## src/rtl/psum_norm_pkg.sv

```systemverilog
// Shared defaults and FSM encoding for the partial-sum normalizer and its bench.
package psum_norm_pkg;

    localparam int unsigned def_col     = 8;
    localparam int unsigned def_bw_psum = 11;
    localparam int unsigned def_sum_bw  = 18;
    localparam int unsigned def_frac    = 8;
    localparam int unsigned def_bw_norm = 12;

    typedef enum logic [1:0] {
        StIdle = 2'd0,
        StDiv  = 2'd1,
        StOut  = 2'd2
    } norm_state_t;

endpackage

```

## src/rtl/norm_divider.sv

```systemverilog
// Serial restoring divider: one quotient bit per clock, MSB first.
// The first bit is resolved on the start edge itself, so done rises dividend_bw-1 edges later.
module norm_divider #(
    parameter int unsigned dividend_bw = 19,
    parameter int unsigned divisor_bw  = 19
) (
    input  logic                   clk,
    input  logic                   reset,
    input  logic                   start,
    input  logic [dividend_bw-1:0] dividend,
    input  logic [divisor_bw-1:0]  divisor,
    output logic [dividend_bw-1:0] quotient,
    output logic                   done
);

    localparam int unsigned cnt_bw = $clog2(dividend_bw + 1);

    logic [divisor_bw-1:0]  rem_q, dvs_q;
    logic [dividend_bw-1:0] quo_q;
    logic [cnt_bw-1:0]      cnt_q;
    logic                   done_q;

    logic [divisor_bw-1:0]  src_rem, src_dvs, diff, next_rem;
    logic [dividend_bw-1:0] src_quo, next_quo;
    logic [divisor_bw:0]    shifted;
    logic                   fits, busy;

    always_comb begin
        busy    = (cnt_q != '0);
        src_rem = start ? '0 : rem_q;
        src_quo = start ? dividend : quo_q;
        src_dvs = start ? divisor : dvs_q;
        shifted = {src_rem, src_quo[dividend_bw-1]};
        fits    = (shifted >= {1'b0, src_dvs});
        // Remainder stays below the divisor, so the low bits hold the exact difference.
        diff     = shifted[divisor_bw-1:0] - src_dvs;
        next_rem = fits ? diff : shifted[divisor_bw-1:0];
        next_quo = {src_quo[dividend_bw-2:0], fits};
    end

    always_ff @(posedge clk or posedge reset) begin
        if (reset) begin
            rem_q  <= '0;
            dvs_q  <= '0;
            quo_q  <= '0;
            cnt_q  <= '0;
            done_q <= 1'b0;
        end else if (start) begin
            rem_q  <= next_rem;
            dvs_q  <= divisor;
            quo_q  <= next_quo;
            cnt_q  <= cnt_bw'(dividend_bw - 1);
            done_q <= 1'b0;
        end else if (busy) begin
            rem_q <= next_rem;
            quo_q <= next_quo;
            cnt_q <= cnt_q - cnt_bw'(1);
            if (cnt_q == cnt_bw'(1)) begin
                done_q <= 1'b1;
            end
        end
    end

    assign quotient = quo_q;
    assign done     = done_q;

endmodule

```

## src/rtl/psum_normalizer.sv

```systemverilog
// Normalizes a vector of 2*col signed psums by their absolute sum, emitting one
// saturated fixed-point element per handshake.
module psum_normalizer
    import psum_norm_pkg::*;
#(
    parameter int unsigned col     = def_col,
    parameter int unsigned bw_psum = def_bw_psum,
    parameter int unsigned sum_bw  = def_sum_bw,
    parameter int unsigned frac    = def_frac,
    parameter int unsigned bw_norm = def_bw_norm
) (
    input  logic                       clk,
    input  logic                       reset,
    input  logic                       in_valid,
    output logic                       in_ready,
    input  logic [2*bw_psum*col-1:0]   psum_in,
    input  logic [sum_bw:0]            sum_in,
    output logic                       out_valid,
    input  logic                       out_ready,
    output logic [bw_norm-1:0]         out_data,
    output logic [3:0]                 out_idx,
    output logic                       out_last,
    output logic                       out_sat,
    output logic                       div_zero
);

    localparam int unsigned n_elem = 2 * col;
    localparam int unsigned dvd_bw = bw_psum + frac;
    localparam logic [3:0]  last_idx = 4'(n_elem - 1);
    localparam logic [dvd_bw-1:0] max_mag = dvd_bw'((2 ** (bw_norm - 1)) - 1);

    norm_state_t              state_q;
    logic [2*bw_psum*col-1:0] psum_q;
    logic [sum_bw:0]          sum_q;
    logic [3:0]               idx_q;

    logic                     accept, hs, div_start, div_done;
    logic [dvd_bw-1:0]        div_dividend, div_quo;
    logic [sum_bw:0]          div_divisor;
    logic [2*bw_psum*col-1:0] sel_vec;
    logic [3:0]               start_idx;
    logic [bw_psum-1:0]       start_elem, start_mag, cur_elem;
    logic                     q_sat;
    logic [bw_norm-2:0]       res_mag;
    logic [bw_norm-1:0]       res_data;

    assign in_ready = (state_q == StIdle);
    assign accept   = in_valid && (state_q == StIdle);
    assign hs       = out_valid && out_ready && (state_q == StOut);

    // The divider is launched on the same edge that accepts a vector or retires an element,
    // so the operand comes straight from the input bus on acceptance.
    always_comb begin
        sel_vec      = accept ? psum_in : psum_q;
        start_idx    = accept ? 4'd0 : idx_q + 4'd1;
        start_elem   = sel_vec[start_idx*bw_psum +: bw_psum];
        start_mag    = start_elem[bw_psum-1] ? -start_elem : start_elem;
        div_dividend = {start_mag, {frac{1'b0}}};
        div_divisor  = accept ? sum_in : sum_q;
        div_start    = (accept && (sum_in != '0))
                     || (hs && (idx_q != last_idx) && (sum_q != '0));
    end

    always_comb begin
        cur_elem = psum_q[idx_q*bw_psum +: bw_psum];
        q_sat    = (div_quo > max_mag);
        res_mag  = q_sat ? max_mag[bw_norm-2:0] : div_quo[bw_norm-2:0];
        // Negating a zero magnitude yields zero, so a zero result is never negative.
        res_data = cur_elem[bw_psum-1] ? -{1'b0, res_mag} : {1'b0, res_mag};
    end

    norm_divider #(
        .dividend_bw (dvd_bw),
        .divisor_bw  (sum_bw + 1)
    ) u_divider (
        .clk      (clk),
        .reset    (reset),
        .start    (div_start),
        .dividend (div_dividend),
        .divisor  (div_divisor),
        .quotient (div_quo),
        .done     (div_done)
    );

    always_ff @(posedge clk or posedge reset) begin
        if (reset) begin
            state_q   <= StIdle;
            psum_q    <= '0;
            sum_q     <= '0;
            idx_q     <= '0;
            out_valid <= 1'b0;
            out_data  <= '0;
            out_idx   <= '0;
            out_last  <= 1'b0;
            out_sat   <= 1'b0;
            div_zero  <= 1'b0;
        end else begin
            unique case (state_q)
                StIdle: begin
                    if (in_valid) begin
                        psum_q   <= psum_in;
                        sum_q    <= sum_in;
                        idx_q    <= '0;
                        div_zero <= (sum_in == '0);
                        if (sum_in == '0) begin
                            state_q   <= StOut;
                            out_valid <= 1'b1;
                            out_data  <= '0;
                            out_idx   <= '0;
                            out_last  <= (last_idx == 4'd0);
                            out_sat   <= 1'b0;
                        end else begin
                            state_q <= StDiv;
                        end
                    end
                end
                StDiv: begin
                    if (div_done) begin
                        state_q   <= StOut;
                        out_valid <= 1'b1;
                        out_data  <= res_data;
                        out_idx   <= idx_q;
                        out_last  <= (idx_q == last_idx);
                        out_sat   <= q_sat;
                    end
                end
                StOut: begin
                    if (out_ready) begin
                        if (idx_q == last_idx) begin
                            state_q   <= StIdle;
                            out_valid <= 1'b0;
                        end else begin
                            idx_q <= idx_q + 4'd1;
                            if (sum_q == '0) begin
                                out_data <= '0;
                                out_idx  <= idx_q + 4'd1;
                                out_last <= ((idx_q + 4'd1) == last_idx);
                                out_sat  <= 1'b0;
                            end else begin
                                state_q   <= StDiv;
                                out_valid <= 1'b0;
                            end
                        end
                    end
                end
                default: state_q <= StIdle;
            endcase
        end
    end

endmodule
```

## config.mk

```make
export PLATFORM = sky130hd
export DESIGN_NAME = psum_normalizer
export DESIGN_NICKNAME = d
export VERILOG_FILES = /design/src/rtl/psum_norm_pkg.sv /design/src/rtl/norm_divider.sv /design/src/rtl/psum_normalizer.sv
export SDC_FILE = /design/constraint.sdc
export NUM_CORES = 1
export LEC_CHECK = 0
export ABC_CLOCK_PERIOD_IN_PS = 25900
export CAP_MARGIN = 15
export CORE_MARGIN = 2
export CORE_UTILIZATION = 33
export CTS_BUF_LIST = sky130_fd_sc_hd__clkbuf_4 sky130_fd_sc_hd__clkbuf_8 sky130_fd_sc_hd__clkbuf_16
export CTS_CLUSTER_DIAMETER = 60
export DETAILED_ROUTE_END_ITERATION = 12
export GPL_TIMING_DRIVEN = 0
export PLACE_DENSITY = 0.61
export SYNTH_ARGS = -nofsm -noshare
export SYNTH_HDL_FRONTEND = slang
export SYNTH_SLANG_ARGS = --single-unit
```

## constraint.sdc

```tcl
create_clock -name clk -period 25.9 [get_ports clk]
set_clock_uncertainty 0.05 [all_clocks]
set_input_delay 2.59 -clock clk [delete_from_list [all_inputs] [get_ports clk]]
set_output_delay 2.59 -clock clk [all_outputs]
set_load 0.02 [all_outputs]
```

## After elaboration in Yosys (flattened, before gate mapping)

Index checks and enable logic that the tools add are counted.

| operators by class | value |
|---|---|
| add/subtract/negate cells | 5 |
| $mul | 2 |
| divide/modulo/power cells | 0 |
| magnitude comparators | 2 |
| equality and inequality tests | 13 |
| shift operators | 2 |
| muxes and demuxes | 63 |
| bitwise operators | 0 |
| reductions and logical operators | 23 |

Operator list:

| kind | number |
|---|---|
| $shiftx 176x9->11 | 2 |
| $mux 176 | 1 |
| $mux 19 | 9 |
| $mux 12 | 7 |
| $mux 4 | 10 |
| $logic_not 19->1 | 2 |
| $reduce_bool 19->1 | 2 |
| $pmux 12 s3 | 1 |
| $mux 11 | 2 |
| $ge 20x19->1 | 1 |
| $gt 19x11->1 const B | 1 |
| $mux 1 | 19 |
| $sub 19x19->19 | 1 |
| $mul 4x4->8 const B | 2 |
| $mux 2 | 6 |
| $neg 11->12 | 1 |
| $pmux 4 s3 | 1 |
| $neg 11->11 | 1 |
| $mux 5 | 2 |
| $pmux 1 s3 | 3 |
| $eq 4x4->1 const B | 2 |
| $pmux 4 s2 | 1 |
| $reduce_and 4->1 | 2 |
| $reduce_and 7->1 | 1 |
| other kinds (18) | 30 |

| word-level totals | value |
|---|---|
| register bits | 284 |
| bits in latches | 0 |
| memory bits (writable) | 0 |
| ROM bits | 0 |
| logic and storage cells | 125 |
| memories | 0 |

## Longest topological paths before layout

| logic depth | value |
|---|---|
| depth after elaboration | 12 |
| mapped depth | 27 |

## Modules after synthesis

A second synthesis with hierarchy kept.

| second synthesis, totals | value |
|---|---|
| cells, all modules | 1714 |
| area, all modules | 15187.1 um^2 |

By module, submodules not included:

| module | instances | cells each | area each (um^2) | sequential area each (um^2) |
|---|---|---|---|---|
| psum_normalizer | 1 | 1272 | 11121.9 | 5530.3 |
| norm_divider | 1 | 442 | 4065.1 | 1576.5 |

## Worst setup path after synthesis

OpenSTA, ideal clock, no wires.

| path | value |
|---|---|
| kind | input to register |
| start point | input in_valid |
| end point | register u_divider.rem_q[3] |
| setup time | 0.140 ns |
| data arrival time | 6.691 ns |
| required time | 25.710 ns |
| path slack | 19.019 ns |
| stages on the path | 22 |
| path buffers | 2 |
| path through | a21boi_0 > mux2_2 > clkbuf_1 > a211oi_1 > a221o_1 > inv_1 > ha_1 > nor4b_4 > nand2_2 > or4_4 > a21boi_1 > ha_1 > fa_1 > nor2b_1 > o31a_1 > o41ai_1 > a21oi_1 > a2111o_1 > nor2_2 > buf_2 > a22oi_1 > o32ai_1 |

| on the way | value |
|---|---|
| word-level cells in the longest chain between the ends | 11 |
| elaborated cells on any way between the ends | 19 |
| those cells by class | 2 x add/sub; 1 x mul; 1 x order compare; 1 x shift; 10 x mux; 4 x reduce/logical |

Ends and longest elaborated chain:

| what | line | text |
|---|---|---|
| start: declaration | psum_normalizer.sv:14 | `input logic in_valid,` |
| $logic_and 1x1->1 (*) | psum_normalizer.sv:48 | `assign accept = in_valid && (state_q == StIdle);` |
| $mux 4 | psum_normalizer.sv:55 | `start_idx = accept ? 4'd0 : idx_q + 4'd1;` |
| $mul 4x4->8 | psum_normalizer.sv:56 | `start_elem = sel_vec[start_idx*bw_psum +: bw_psum];` |
| $shiftx 176x9->11 | psum_normalizer.sv:56 |  |
| $neg 11->11 | psum_normalizer.sv:57 | `start_mag = start_elem[bw_psum-1] ? -start_elem : start_elem;` |
| $mux 11 | psum_normalizer.sv:57 |  |
| $mux 19 | norm_divider.sv:31 | `src_quo = start ? dividend : quo_q;` |
| $sub 19x19->19 or $ge 20x19->1 (tied branches) | norm_divider.sv:36, norm_divider.sv:34 |  |
| $mux 19 | norm_divider.sv:37 | `next_rem = fits ? diff : shifted[divisor_bw-1:0];` |
| $mux 19 | norm_divider.sv:54 | `end else if (busy) begin` |
| $mux 19 | norm_divider.sv:48 | `end else if (start) begin` |
| end signal: assignment | norm_divider.sv:49 | `rem_q <= next_rem;` |
| end signal: assignment | norm_divider.sv:55 | `rem_q <= next_rem;` |
| end: declaration | norm_divider.sv:18 | `logic [divisor_bw-1:0] rem_q, dvs_q;` |

Mark *: on every way between the ends. The rest lies on a longest branch, timed or not. The select of a mux whose other input is x is not followed.
A chain may end at the register's enable or synchronous reset.

## Worst setup path after layout

| path | value |
|---|---|
| start point | input in_valid |
| end point | register u_divider.rem_q[9] |

| on the way | value |
|---|---|
| elaborated cells on any way between the ends | 19 |
| those cells by class | 2 x add/sub; 1 x mul; 1 x order compare; 1 x shift; 10 x mux; 4 x reduce/logical |

RTL lines:

| what | line | text |
|---|---|---|
| $logic_and 1x1->1 (*) | psum_normalizer.sv:48 |  |
| $logic_and 1x1->1 | psum_normalizer.sv:60 | `div_start = (accept && (sum_in != '0))` |
| $logic_or 1x1->1 | psum_normalizer.sv:61 | `\|\| (hs && (idx_q != last_idx) && (sum_q != '0));` |
| $mux 19 (*) | -- |  |
| net u_divider.src_dvs[0] | norm_divider.sv:23 | `logic [divisor_bw-1:0] src_rem, src_dvs, diff, next_rem;` |
| $sub 19x19->19 or $ge 20x19->1 (tied branches) | norm_divider.sv:36, norm_divider.sv:34 |  |
| $mux 19 (*) | norm_divider.sv:37 |  |
| $mux 19 | norm_divider.sv:54 |  |
| $mux 19 (*) | norm_divider.sv:48 |  |

The timed path passes the listed nets; every way through them passes the cells marked *. The select of a mux whose other input is x is not followed.

==> out/metrics.csv <==
stage;metric;value;unit
clock_network;cts_tree;yes;
final_layout;final_nets;2216;
pwr;p_leak;8.85;nW
setup_path;r2r-start;idx_q[0];
global_routing;grt_overflow_total;0;
timing;rsz0062_at_grt;no;
status;status;finished clean;
pwr;power;2.52;mW
drt;drt-vias-per-instance;5.19;
final_layout;drive_above_1_share;7.86;%
final_layout;fillers;4340;
place;port_buffers;219;
clock_network;clock_sinks;284;
pwr;p_sw;1.07;mW
floorplanning;die-width;217;um
place;dpl.hpwl;38000;um
drt;drtAntennaViolNets;0;
clock_network;ctsHoldBuffers;0;
drt;drc_errors;0;
timing;layout_min_cycle_time;8920;ps
drt;vias;13506;
drt;wl_per_cell;19.3;um
timing;setup_tns;0;ps
final_layout;final_common_cell;nand2_1;
synthesis;ys_warn_count;0;
synthesis;syn-num-nets;1957;
synthesis;async_flop_share;100;%
clock_network;numCtsBuffers;35;
timing;setup_violations;0;
drt;firstDrtPassIters;5;
timing;fmax;0.112;GHz
pwr;power.share.sequential;30.6;%
synthesis;synth_edf_count;0;
global_routing;grt_util_all_layers;21.6;%
pwr;switching_share;42.2;%
floorplanning;io_pins;220;
setup_path;ff2ff_path_depth;26;
synthesis;yosysSeqAreaShare;47.7;%
timing;hold_violations;0;
setup_path;arrival;9240;ps
clock_network;ctsRootBufferMaster;clkbuf_16;
clock_network;cts_resized;0;
final_layout;utilization;43.0;%
clock_network;cts_max_level;2;
job;cap_violations;0;
global_routing;grt_max_degree;128;
final_layout;area_growth;28.3;%
synthesis;synthCells;1727;
place;dp_slack;16650;ps
worst_hold_path;worstHoldPathType;flip-flop to flip-flop;
global_routing;top_usage_layer;met2;
clock_network;postCtsSetupRepairBufs;0;
floorplanning;rows;77;
floorplanning;die_area;0.0469;mm^2
synthesis;synth_ff_type;dfrtp_1;
setup_path;critPathLaunch;in_valid;
synthesis;synth-seq-cells;284;
drt;drtIter0Drc;1058;
setup_path;r2r_slack;18360;ps
clock_network;clk_latency;550;ps
setup_path;path_class;input port to flip-flop;
synthesis;netlist_area;0.0149;mm^2
timing;slew_headroom;35.1;%
final_layout;fin_area;0.0191;mm^2
global_routing;grt_pass1_wl;78100;um
timing;max_slew.worst_pin.slew;966;ps
setup_path;setup.worst_path.end;u_divider.rem_q[9];
setup_path;endpoint_kind;flip-flop;
global_routing;gr-usage-met3;3.52;%
timing;fin_ws;16980;ps
setup_path;timing.rr.end;u_divider.rem_q[9];
pwr;power_frac_comb;49.0;%
drt;drt_wl_total;50300;um
final_layout;diodes;0;
pwr;p_int;1.46;mW
setup_path;cp-start-kind;input port;
timing;slew_violations;0;
pwr;clkPwrFrac;20.4;%
pwr;vdd_ir_drop_max;0.0462;mV
synthesis;synthDistinctLibCells;74;
place;gp_congestion;0.918;
global_routing;met2_usage;34.7;%
place;place_area;0.0179;mm^2
global_routing;antenna_found_initial;1;
clock_network;clockBufferDepth;3;
setup_path;path_max_fanout;10;
clock_network;clkTransAtPathRegs;60;ps
final_layout;seq_area;0.00711;mm^2
global_routing;grt_use_met1;28.5;%
floorplanning;core_area;0.0444;mm^2
floorplanning;start_util;33.6;%
timing;fin_crit_sh;34.4;%
synthesis;avgSynthCellArea;8.63;um^2
global_routing;grt_pass1_vias;13543;
final_layout;most-common-layout-cells;702 x nand2_1, 284 x dfrtp_1, 219 x clkdlybuf4s50_1;
final_layout;multi_input_area;0.00723;mm^2
pwr;power-per-cell-area;132;mW/mm^2
floorplanning;die_height;217;um
setup_path;required;26220;ps
-- area by class of cell --
type / count / area share [%]
Sequential cell: 284 / 37.2
Clock inverter: 16 / 1.13
Timing Repair Buffer: 222 / 11.8
Inverter: 36 / 0.772
Clock buffer: 46 / 5.21
Tap cell: 592 / 3.87
Multi-Input combinational cell: 1304 / 37.8
Buffer: 103 / 2.25
-- state kept, by name (all words and copies together), names as in the netlist --
register and flops:
state_q 2, out_data 12, out_valid 1, u_divider.cnt_q 5, idx_q 4, out_sat 1, u_divider.quotient 19, psum_q 176
u_divider.rem_q 19, out_idx 4, sum_q 19, div_zero 1, out_last 1, u_divider.dvs_q 19, u_divider.done 1
-- synth_stat cells (5+ instances only) --
| master | n | share of area (%) |
|---|---|---|
| nand2_1 | 702 | 18 |
| dfrtp_1 | 284 | 48 |
| nor2_1 | 85 | 2.1 |
| o21ai_0 | 70 | 2.4 |
| clkbuf_1 | 69 | 1.7 |
| a21oi_1 | 41 | 1.4 |
| inv_1 | 35 | 0.88 |
| o22ai_1 | 35 | 1.5 |
| mux4_2 | 31 | 4.7 |
| ha_1 | 30 | 2.5 |
| or2_2 | 23 | 0.97 |
| and2_1 | 22 | 0.92 |
| a22oi_1 | 19 | 0.96 |
| nor3_1 | 18 | 0.60 |
| buf_2 | 17 | 0.57 |
| xnor2_1 | 16 | 0.94 |
| nor4_1 | 15 | 0.63 |
| buf_1 | 12 | 0.30 |
| mux2i_1 | 12 | 0.81 |
| nand3_1 | 12 | 0.40 |
| a21o_1 | 11 | 0.55 |
| nand2b_1 | 11 | 0.46 |
| o21a_1 | 10 | 0.50 |
| o221ai_1 | 10 | 0.59 |
| or3_1 | 10 | 0.42 |
| a211oi_1 | 9 | 0.45 |
| a31oi_1 | 8 | 0.34 |
| nor2b_1 | 8 | 0.34 |
| xor2_1 | 8 | 0.47 |
| o211ai_1 | 7 | 0.35 |
| a221o_1 | 6 | 0.40 |
| mux4_1 | 5 | 0.88 |
| o31ai_1 | 5 | 0.25 |
-- per-layer routing --
| layer | routed length (um) | vias up |
|---|---|---|
| li1 | - | 6345 |
| met1 | 21500 | 6548 |
| met2 | 23500 | 491 |
| met3 | 2900 | 120 |
| met4 | 2370 | 2 |
| met5 | 11 | - |
-- per-stage QoR --
stage / cells / hold WS, ps
2_1_floorplan: 1727 / 387
3_3_place_gp: 2538 / 400
3_5_place_dp: 2541 / 407
4_1_cts: 2603 / 420
5_1_grt: 2603 / 439
6_report: 2603 / 418
-- critical path, cell delays in order --
cell and delay (ps):
clkdlybuf4s50_1 580, nand2_1 250, buf_2 280, buf_2 320
buf_2 300, buf_1 540, clkbuf_1 710, buf_2 420
nand2_1 110, a31oi_1 260, ha_1 270, fa_1 220
nor2b_1 70, o31a_1 280, o41ai_1 450, a21oi_1 140
a2111o_1 390, nand2_1 340, clkbuf_1 490, o22ai_1 180
-- power groups by stage --
stage | Clock (mW) | Combinational [mW] | Sequential (mW)
2_1_floorplan | 0 | 0.860 | 0.743
3_3_place_gp | 0 | 1.20 | 0.770
3_5_place_dp | 0 | 1.22 | 0.775
4_1_cts | 0.523 | 1.23 | 0.770
5_1_grt | 0.540 | 1.37 | 0.796
6_report | 0.514 | 1.24 | 0.773
-- worst min-delay path by stage --
stage | start | end | slack, ps | depth (start not counted)
detailed placement | psum_q[112] | psum_q[112] | 410 | 2
global route | psum_q[94] | psum_q[94] | 440 | 2
global placement | psum_q[31] | psum_q[31] | 400 | 2
floorplan | psum_q[70] | psum_q[70] | 390 | 2
CTS | psum_q[157] | psum_q[157] | 420 | 2
finish | psum_q[61] | psum_q[61] | 420 | 2
-- kinds of logic after synthesis --
kind of cell	Yosys count	share of synthesized area, %
adders and majority gates	31	2.65
muxes	52	6.69
AOI/OAI and AO/OA	273	12.1
and+or+nand+nor	923	25.5
xor gates and xnor gates	25	1.52
DFF	284	47.7
buffers and inverters	139	3.83
Power figures use the tool's default switching activity.
